--- config.mk ---
export PLATFORM = sky130hd
export DESIGN_NAME = uart_rx_flat
export DESIGN_NICKNAME = d
export VERILOG_FILES = /design/src/rtl/uart_pkg.sv /design/src/rtl/uart_rx_if.sv /design/src/rtl/uart_sync2.sv /design/src/rtl/uart_rx.sv /design/src/flat_wrapper.sv
export SDC_FILE = /design/constraint.sdc
export NUM_CORES = 1
export LEC_CHECK = 0
export ABC_CLOCK_PERIOD_IN_PS = 2300
export CAP_MARGIN = 30
export CORE_MARGIN = 2
export CORE_UTILIZATION = 56
export CTS_CLUSTER_SIZE = 24
export DETAILED_ROUTE_END_ITERATION = 8
export GPL_TIMING_DRIVEN = 0
export PLACE_DENSITY = 0.76
export SYNTH_ARGS = -nofsm -noshare
export SYNTH_HDL_FRONTEND = slang
export SYNTH_SLANG_ARGS = --single-unit
--- constraint.sdc ---
create_clock -name fpga_clk -period 2.3 [get_ports fpga_clk]
set_clock_uncertainty 0.2 [all_clocks]
set_input_delay 0.23 -clock fpga_clk [delete_from_list [all_inputs] [get_ports fpga_clk]]
set_output_delay 0.23 -clock fpga_clk [all_outputs]
set_load 0.02 [all_outputs]
--- src/rtl/uart_pkg.sv ---
// Shared UART definitions: receiver state encoding and frame constants.
package uart_pkg;

    typedef enum logic [1:0] {
        IDLE,
        START,
        DATA,
        STOP
    } rx_state_t;

    localparam int DATA_BITS            = 8;
    localparam int DEFAULT_CLKS_PER_BIT = 868;

endpackage

--- src/rtl/uart_rx_if.sv ---
// Consumer-side handshake of the UART receiver: received byte, status flags and ack.
interface uart_rx_if;
    import uart_pkg::*;

    logic                 rx_ack;
    logic [DATA_BITS-1:0] dout;
    logic                 rx_valid;
    logic                 overrun;
    logic                 frame_err;
    logic                 busy;

    modport master (
        input  rx_ack,
        output dout,
        output rx_valid,
        output overrun,
        output frame_err,
        output busy
    );

    modport slave (
        output rx_ack,
        input  dout,
        input  rx_valid,
        input  overrun,
        input  frame_err,
        input  busy
    );
endinterface

--- src/rtl/uart_sync2.sv ---
// Two-flop synchronizer for an asynchronous single-bit input; RESET_VAL sets the
// value both flops take during reset (idle level of the line).
module uart_sync2 #(
    parameter logic RESET_VAL = 1'b1
) (
    input  logic clk,
    input  logic rst,
    input  logic d,
    output logic q
);
    logic meta_reg;
    logic q_reg;

    always_ff @(posedge clk or posedge rst) begin
        if (rst) begin
            meta_reg <= RESET_VAL;
            q_reg    <= RESET_VAL;
        end else begin
            meta_reg <= d;
            q_reg    <= meta_reg;
        end
    end

    assign q = q_reg;
endmodule

--- src/rtl/uart_rx.sv ---
// 8N1 UART receiver: mid-bit sampling from a cycle counter, one-entry holding
// register with valid/ack handshake, sticky overrun and a frame-error pulse.
module uart_rx
    import uart_pkg::*;
#(
    parameter int CLKS_PER_BIT = DEFAULT_CLKS_PER_BIT
) (
    input  logic      fpga_clk,
    input  logic      rst,
    input  logic      sin,
    uart_rx_if.master rx
);
    localparam int            HALF     = CLKS_PER_BIT / 2;
    localparam int            CW       = $clog2(CLKS_PER_BIT);
    localparam logic [CW-1:0] CNT_HALF = CW'(HALF - 1);
    localparam logic [CW-1:0] CNT_LAST = CW'(CLKS_PER_BIT - 1);
    localparam logic [2:0]    BIT_LAST = 3'(DATA_BITS - 1);

    logic                 sin_s;
    rx_state_t            state_reg, state_next;
    logic [CW-1:0]        cnt_reg, cnt_next;
    logic [2:0]           bit_idx_reg, bit_idx_next;
    logic [DATA_BITS-1:0] shift_reg, shift_next;
    logic [DATA_BITS-1:0] dout_reg, dout_next;
    logic                 rx_valid_reg, rx_valid_next;
    logic                 overrun_reg, overrun_next;
    logic                 frame_err_reg, frame_err_next;
    logic                 deliver;

    uart_sync2 #(.RESET_VAL(1'b1)) u_sync (
        .clk (fpga_clk),
        .rst (rst),
        .d   (sin),
        .q   (sin_s)
    );

    always_ff @(posedge fpga_clk or posedge rst) begin
        if (rst) begin
            state_reg     <= IDLE;
            cnt_reg       <= '0;
            bit_idx_reg   <= '0;
            shift_reg     <= '0;
            dout_reg      <= '0;
            rx_valid_reg  <= 1'b0;
            overrun_reg   <= 1'b0;
            frame_err_reg <= 1'b0;
        end else begin
            state_reg     <= state_next;
            cnt_reg       <= cnt_next;
            bit_idx_reg   <= bit_idx_next;
            shift_reg     <= shift_next;
            dout_reg      <= dout_next;
            rx_valid_reg  <= rx_valid_next;
            overrun_reg   <= overrun_next;
            frame_err_reg <= frame_err_next;
        end
    end

    always_comb begin
        state_next     = state_reg;
        cnt_next       = cnt_reg;
        bit_idx_next   = bit_idx_reg;
        shift_next     = shift_reg;
        dout_next      = dout_reg;
        rx_valid_next  = rx_valid_reg;
        overrun_next   = overrun_reg;
        frame_err_next = 1'b0;
        deliver        = 1'b0;

        unique case (state_reg)
            IDLE: begin
                if (!sin_s) begin
                    state_next = START;
                    cnt_next   = '0;
                end
            end
            START: begin
                // A start bit that is high again at its midpoint was only a glitch.
                if (cnt_reg == CNT_HALF) begin
                    cnt_next     = '0;
                    bit_idx_next = '0;
                    state_next   = sin_s ? IDLE : DATA;
                end else begin
                    cnt_next = cnt_reg + 1'b1;
                end
            end
            DATA: begin
                if (cnt_reg == CNT_LAST) begin
                    cnt_next   = '0;
                    shift_next = {sin_s, shift_reg[DATA_BITS-1:1]};
                    if (bit_idx_reg == BIT_LAST) begin
                        state_next = STOP;
                    end else begin
                        bit_idx_next = bit_idx_reg + 1'b1;
                    end
                end else begin
                    cnt_next = cnt_reg + 1'b1;
                end
            end
            STOP: begin
                // Leaving at mid-stop leaves half a bit to catch a back-to-back start edge.
                if (cnt_reg == CNT_LAST) begin
                    cnt_next       = '0;
                    state_next     = IDLE;
                    deliver        = sin_s;
                    frame_err_next = !sin_s;
                end else begin
                    cnt_next = cnt_reg + 1'b1;
                end
            end
            default: state_next = IDLE;
        endcase

        if (deliver) begin
            dout_next     = shift_reg;
            rx_valid_next = 1'b1;
            if (rx.rx_ack) begin
                overrun_next = 1'b0;
            end else if (rx_valid_reg) begin
                overrun_next = 1'b1;
            end
        end else if (rx.rx_ack && rx_valid_reg) begin
            rx_valid_next = 1'b0;
            overrun_next  = 1'b0;
        end
    end

    assign rx.dout      = dout_reg;
    assign rx.rx_valid  = rx_valid_reg;
    assign rx.overrun   = overrun_reg;
    assign rx.frame_err = frame_err_reg;
    assign rx.busy      = (state_reg != IDLE);
endmodule

--- src/flat_wrapper.sv ---
// flat-port wrapper written by rule: the top's interface ports become plain ports
module uart_rx_flat import uart_pkg::*;
#(
    parameter int CLKS_PER_BIT = DEFAULT_CLKS_PER_BIT
)
  (fpga_clk, rst, sin, rx_rx_ack, rx_dout, rx_rx_valid, rx_overrun, rx_frame_err, rx_busy);
  uart_rx_if rx_i ();
  input  logic fpga_clk;
  input  logic rst;
  input  logic sin;
  input wire logic [$bits(rx_i.rx_ack)-1:0] rx_rx_ack;
  output wire logic [$bits(rx_i.dout)-1:0] rx_dout;
  output wire logic [$bits(rx_i.rx_valid)-1:0] rx_rx_valid;
  output wire logic [$bits(rx_i.overrun)-1:0] rx_overrun;
  output wire logic [$bits(rx_i.frame_err)-1:0] rx_frame_err;
  output wire logic [$bits(rx_i.busy)-1:0] rx_busy;
  assign rx_i.rx_ack = rx_rx_ack;
  assign rx_dout = rx_i.dout;
  assign rx_rx_valid = rx_i.rx_valid;
  assign rx_overrun = rx_i.overrun;
  assign rx_frame_err = rx_i.frame_err;
  assign rx_busy = rx_i.busy;
  uart_rx #(.CLKS_PER_BIT(CLKS_PER_BIT)) u_core (.fpga_clk(fpga_clk), .rst(rst), .sin(sin), .rx(rx_i));
endmodule
After elaboration in Yosys (flattened, before gate mapping)
Cells that the tools add are included.

Bits of input ports: 4. Logic and storage cells: 60. Register bits after elaboration: 36.

Mux-type cells: 24. Add/subtract/negate cells: 2. Reductions and logical operators: 11. Equal/unequal tests: 13.

Operators by type and width (count): $mux W10 (3); $pmux W10 S3 (1); $mux W2 (6); $add A10 B1 Y10 const B (1); $eq A10 B10 Y1 const B (1); $eq A10 B9 Y1 const B (1); $mux W1 (9); $mux W3 (3); $ne A2 B1 Y1 const B (4); $pmux W2 S4 (1); $pmux W3 S2 (1); $reduce_bool A2 Y1 (3); $reduce_and A5 Y1 (1); $eq A2 B2 Y1 const B (2); $ne A2 B2 Y1 const B (2); $reduce_and A2 Y1 (2); $reduce_and A4 Y1 (1); $add A3 B1 Y3 const B (1); $eq A3 B3 Y1 const B (1); $ne A3 B2 Y1 const B (1); $eq A2 B1 Y1 const B (1); $logic_not A2 Y1 (1); $reduce_or A2 Y1 (1); $logic_and A1 B1 Y1 (1); $logic_not A1 Y1 (1).

Logic depth before layout (Yosys ltp)
Depth after elaboration: 5. Gate-level depth with buffers: 6.

Modules after synthesis
A second synthesis with hierarchy kept.

Cell total of the unflattened synthesis: 140. Area total of the unflattened synthesis: 1707.9 µm².

Modules (own cells, without submodules): uart_rx (area each 1651.6 µm², times used 1, cells an instance 137, sequential area each 850.8 µm²); uart_sync2 (area each 56.3 µm², times used 1, cells an instance 3, sequential area each 52.6 µm²).

Worst setup path after synthesis
OpenSTA, ideal clock, no wires.

Kind: reg2reg. Start: reg u_core.cnt_reg[0]. End: reg u_core.shift_reg[0]. Required time: 1.975 ns. Stages on the path, launching flop included: 6. Arrival: 1.718 ns. Setup slack: 0.257 ns. Setup time: 0.125 ns. Buffers on the path: 0. Path through: dfrtp_1 -> ha_1 -> and4b_1 -> nand3_1 -> nor3_2 -> mux2_2.

Longest elaborated chain between the ends: 2.

Ends and longest elaborated chain: from (decl) (RTL line uart_rx.sv:21) `logic [CW-1:0] cnt_reg, cnt_next;`; from (signal assigned) (RTL line uart_rx.sv:49) `cnt_reg <= cnt_next;`; $eq A10 B10 Y1 (RTL line uart_rx.sv:88) `if (cnt_reg == CNT_LAST) begin`; $reduce_and A2 Y1 (no source line); to (signal assigned) (RTL line uart_rx.sv:51) `shift_reg <= shift_next;`; to (decl) (RTL line uart_rx.sv:23) `logic [DATA_BITS-1:0] shift_reg, shift_next;`.

No other way between the ends. A chain may end at the register's enable or synchronous reset.

Worst setup path after layout
Start: reg u_core.cnt_reg[2]. End: reg u_core.cnt_reg[6].

Longest elaborated chain between the ends: 3.

Ends and longest elaborated chain: $add A10 B1 Y10 (tied with other cells) (RTL line uart_rx.sv:84, uart_rx.sv:97, uart_rx.sv:108); $mux W10, on equally long branches (RTL line uart_rx.sv:88, uart_rx.sv:102, uart_rx.sv:79); $pmux W10 S3 * (RTL line uart_rx.sv:70) `unique case (state_reg)`.

Every way passes the cells marked *; elsewhere a longest branch is shown, timed or not.

==> results.toml <==
[clock_network]
cts_inserted_buffers = 5
clk_latency_ns = 0.33
clockRootBuffer = "clkbuf_4"
clock_path_buffers = 2
htree_levels = 2
tritoncts = "done"
hold_buffers = 0
cts.sinks = 36
clk_pin_slew_ns = 0.11

[synth]
synth_top_area_cell = "dfrtp_1"
avgSynthCellArea_sq_um = 11.13
ys_seq_area_share_pct = 51.35
yosysWarnings = 0
mappedNetlistArea_sq_mm = 0.001759
synth_nets = 166
ys_seq_elements = 36
synth-edff-count = 0
synthTopCellsByArea = "dfrtp_1 (48%), mux2_2 (10%), dfstp_2 (3.0%), ha_1 (2.8%), nand2_1 (2.6%)"
synth-async-reset-ratio_pct = 100.0
netlist_instances = 158
yosys.area.top_type_share_pct = 48.36
ys.flop_type = "dfrtp_1"
yosysUniqueCellTypes = 43

[critical_path]
critical_path_required_ns = 2.29
crit_path_start_kind = "register"
reg2reg_depth = 4
rr_endpoint = "u_core.cnt_reg[6]"
critPathMaxFanout = 9
critPathArrivalTime_ns = 2.21
r2r-start = "u_core.cnt_reg[2]"
critPathLaunch = "u_core.cnt_reg[2]"
critical_path_class = "register to register"
rrSetupSlack_ns = 0.09
worstSetupEndpointType = "register"
cp-endpoint = "u_core.cnt_reg[6]"

[floorplan]
initial_utilization_pct = 58.10
die_h_um = 60.05
die_x_um = 60.05
dieArea_sq_mm = 0.003606
coreArea_sq_mm = 0.003028
rows = 20
ios = 16

[power_and_ir_drop]
combPwrFrac_pct = 2.6
cellLeakagePower_uw = 0.0009432
power_frac_clock_pct = 35.2
vdd_drop_max_mv = 0.2858
p_sw_uw = 227.0
switching_share_pct = 22.18
total_power_uw = 1023
p_seq_share_pct = 62.2
p_int_uw = 796.2
power_density_mw_per_mm2 = 489.7

[timing]
fin_crit_sh_pct = 96.23
final-hold-violation-count = 0
maxSlewHeadroom_pct = 58.29
fmax_mhz = 451.8
finalCriticalPeriod_ns = 2.213
rsz0062_at_grt = "false"
setup_tns_ns = 0
tightest_slew_ns = 0.6249
setup_viol = 0
drv_slew = 0

[global_routing]
grt_antenna_before_repair = 0
grt_pass1_vias = 1264
grt.total_usage_pct = 20.60
grt_pass1_wl_mm = 5.526
grt_start_max_net_pins = 23
overflow = 0

[placed_design]
globalplace.congestion = 0.8512
numPortBuffers = 15
hpwl_mm = 2.396
dpl-instance-area_sq_mm = 0.001992

[flow_run]
cap_violations = 0

[finish]
syn_to_final_growth_pct = 18.78
insertedDiodeCount = 0
drive_gt1_share_pct = 19.67
utilization_pct = 69.01
nets = 190
num-fill-cells = 231
largest_reg_flops = 10
final_area_sq_mm = 0.002090

[routing]
routed_wl_mm = 3.347
antenna_left = 0
firstDrtPassIters = 4
vias = 1310
drt_iter0_drc = 55
wl_per_cell_um = 14.74
drc = 0
vias_per_cell = 5.771

[status]
status = "finished clean"

[min_path]
hold_class = "input pin to async pin"
[power by group through the flow]
stage / logic, uW / registers, uW / clock network, uW
after floorplan: 12.6 / 648 / 0
after global placement: 20.9 / 648 / 0
after detailed placement: 27.3 / 648 / 0
after CTS: 27.5 / 636 / 368
after global routing: 30.1 / 637 / 394
final: 26.3 / 636 / 361
[through the flow]
stage | std cells | hold WS [ns] | setup slack [ns]
global placement | 217 | 0.1467 | -0.03473
global route | 227 | 0.07372 | 0.005953
CTS | 226 | 0.07154 | 0.001319
floorplan | 158 | 0.03448 | 0.2569
finish | 227 | 0.06324 | 0.08662
detailed placement | 218 | 0.1472 | -0.04765
[layer usage]
metal	wire [um]	GRT usage (%)	part of all wire (%)	vias up
met5	0	0	0	-
li1	-	-	-	625
met2	1691	33.85	51	30
met4	38	6.984	1.1	0
met1	1495	26.85	45	650
met3	121	4.545	3.6	5
[cell families after synthesis]
group,Yosys count,share of synthesized area [%]
AOI/OAI and AO/OA,34,13.02
xor gates and xnor gates,2,0.9959
adders and majority gates,4,2.845
buffers and inverters,14,3.058
DFF,36,51.35
muxes,17,10.81
and+or+nand+nor,51,17.92
[Yosys cell counts (2+ instances only)]
| cell type | number |
|---|---|
| clkbuf_1 | 2 |
| a21oi_1 | 4 |
| o31ai_1 | 2 |
| ha_1 | 4 |
| a211o_1 | 3 |
| nor3_1 | 4 |
| mux2_2 | 16 |
| o211ai_1 | 5 |
| o21ai_0 | 8 |
| a21boi_0 | 2 |
| dfstp_2 | 2 |
| o31a_1 | 2 |
| nor2_1 | 4 |
| nand2_1 | 12 |
| nand2b_1 | 3 |
| inv_1 | 11 |
| and3_1 | 2 |
| dfrtp_1 | 34 |
| nand4_1 | 2 |
| nand3_1 | 6 |
| nor2b_1 | 5 |
| o22ai_1 | 4 |
[cell type report]
type | count | area (sq um) | share of cell area [%]
repair buffers | 17 | 197.7 | 9.461
inverters | 11 | 41.29 | 1.976
clock inverters | 1 | 7.507 | 0.3593
multi-input cells | 108 | 814.5 | 38.98
clock buffers | 7 | 55.05 | 2.635
plain buffers | 3 | 13.76 | 0.6587
well taps | 44 | 55.05 | 2.635
flip-flops and latches | 36 | 904.6 | 43.29
[what timing repair did]
item | in CTS | in global routing
gates resized for setup | 3 | 1
endpoints found under the setup margin | 9 | 8
pin swaps | 0 | 1
buffers inserted | 0 | 1
[critical path: stages (launching register included)]
cell	delay (ns)
dfrtp_1	0.48
or3b_4	0.47
o31a_1	0.40
nor2_1	0.34
o211ai_1	0.18
[how the worst min path moves through the flow]
stage                           start                endpoint  slack (ns)  cells past startpoint
6_report                          rst       u_core.rx.dout[1]        0.06                      2
3_3_place_gp   u_core.u_sync.meta_reg         u_core.u_sync.q        0.15                      0
5_1_grt                           sin  u_core.u_sync.meta_reg        0.07                      1
3_5_place_dp   u_core.u_sync.meta_reg         u_core.u_sync.q        0.15                      0
4_1_cts                           rst     u_core.shift_reg[2]        0.07                      2
2_1_floorplan                     sin  u_core.u_sync.meta_reg        0.03                      0
[cell usage in the layout (no fill, tap or decap), types with 2 or more instances in the layout]
master / count
a211o_1: 3
a21boi_0: 2
a21oi_1: 4
and3_1: 2
clkbuf_1: 2
clkbuf_4: 5
clkdlybuf4s50_1: 15
dfrtp_1: 33
dfstp_2: 2
ha_1: 4
inv_1: 11
mux2_2: 16
nand2_1: 12
nand2b_1: 3
nand3_1: 6
nand4_1: 2
nor2_1: 4
nor2b_1: 5
nor3_1: 4
o211ai_1: 5
o21ai_0: 8
o22ai_1: 4
o31a_1: 2
o31ai_1: 2
(Power assumes the default switching activity.)
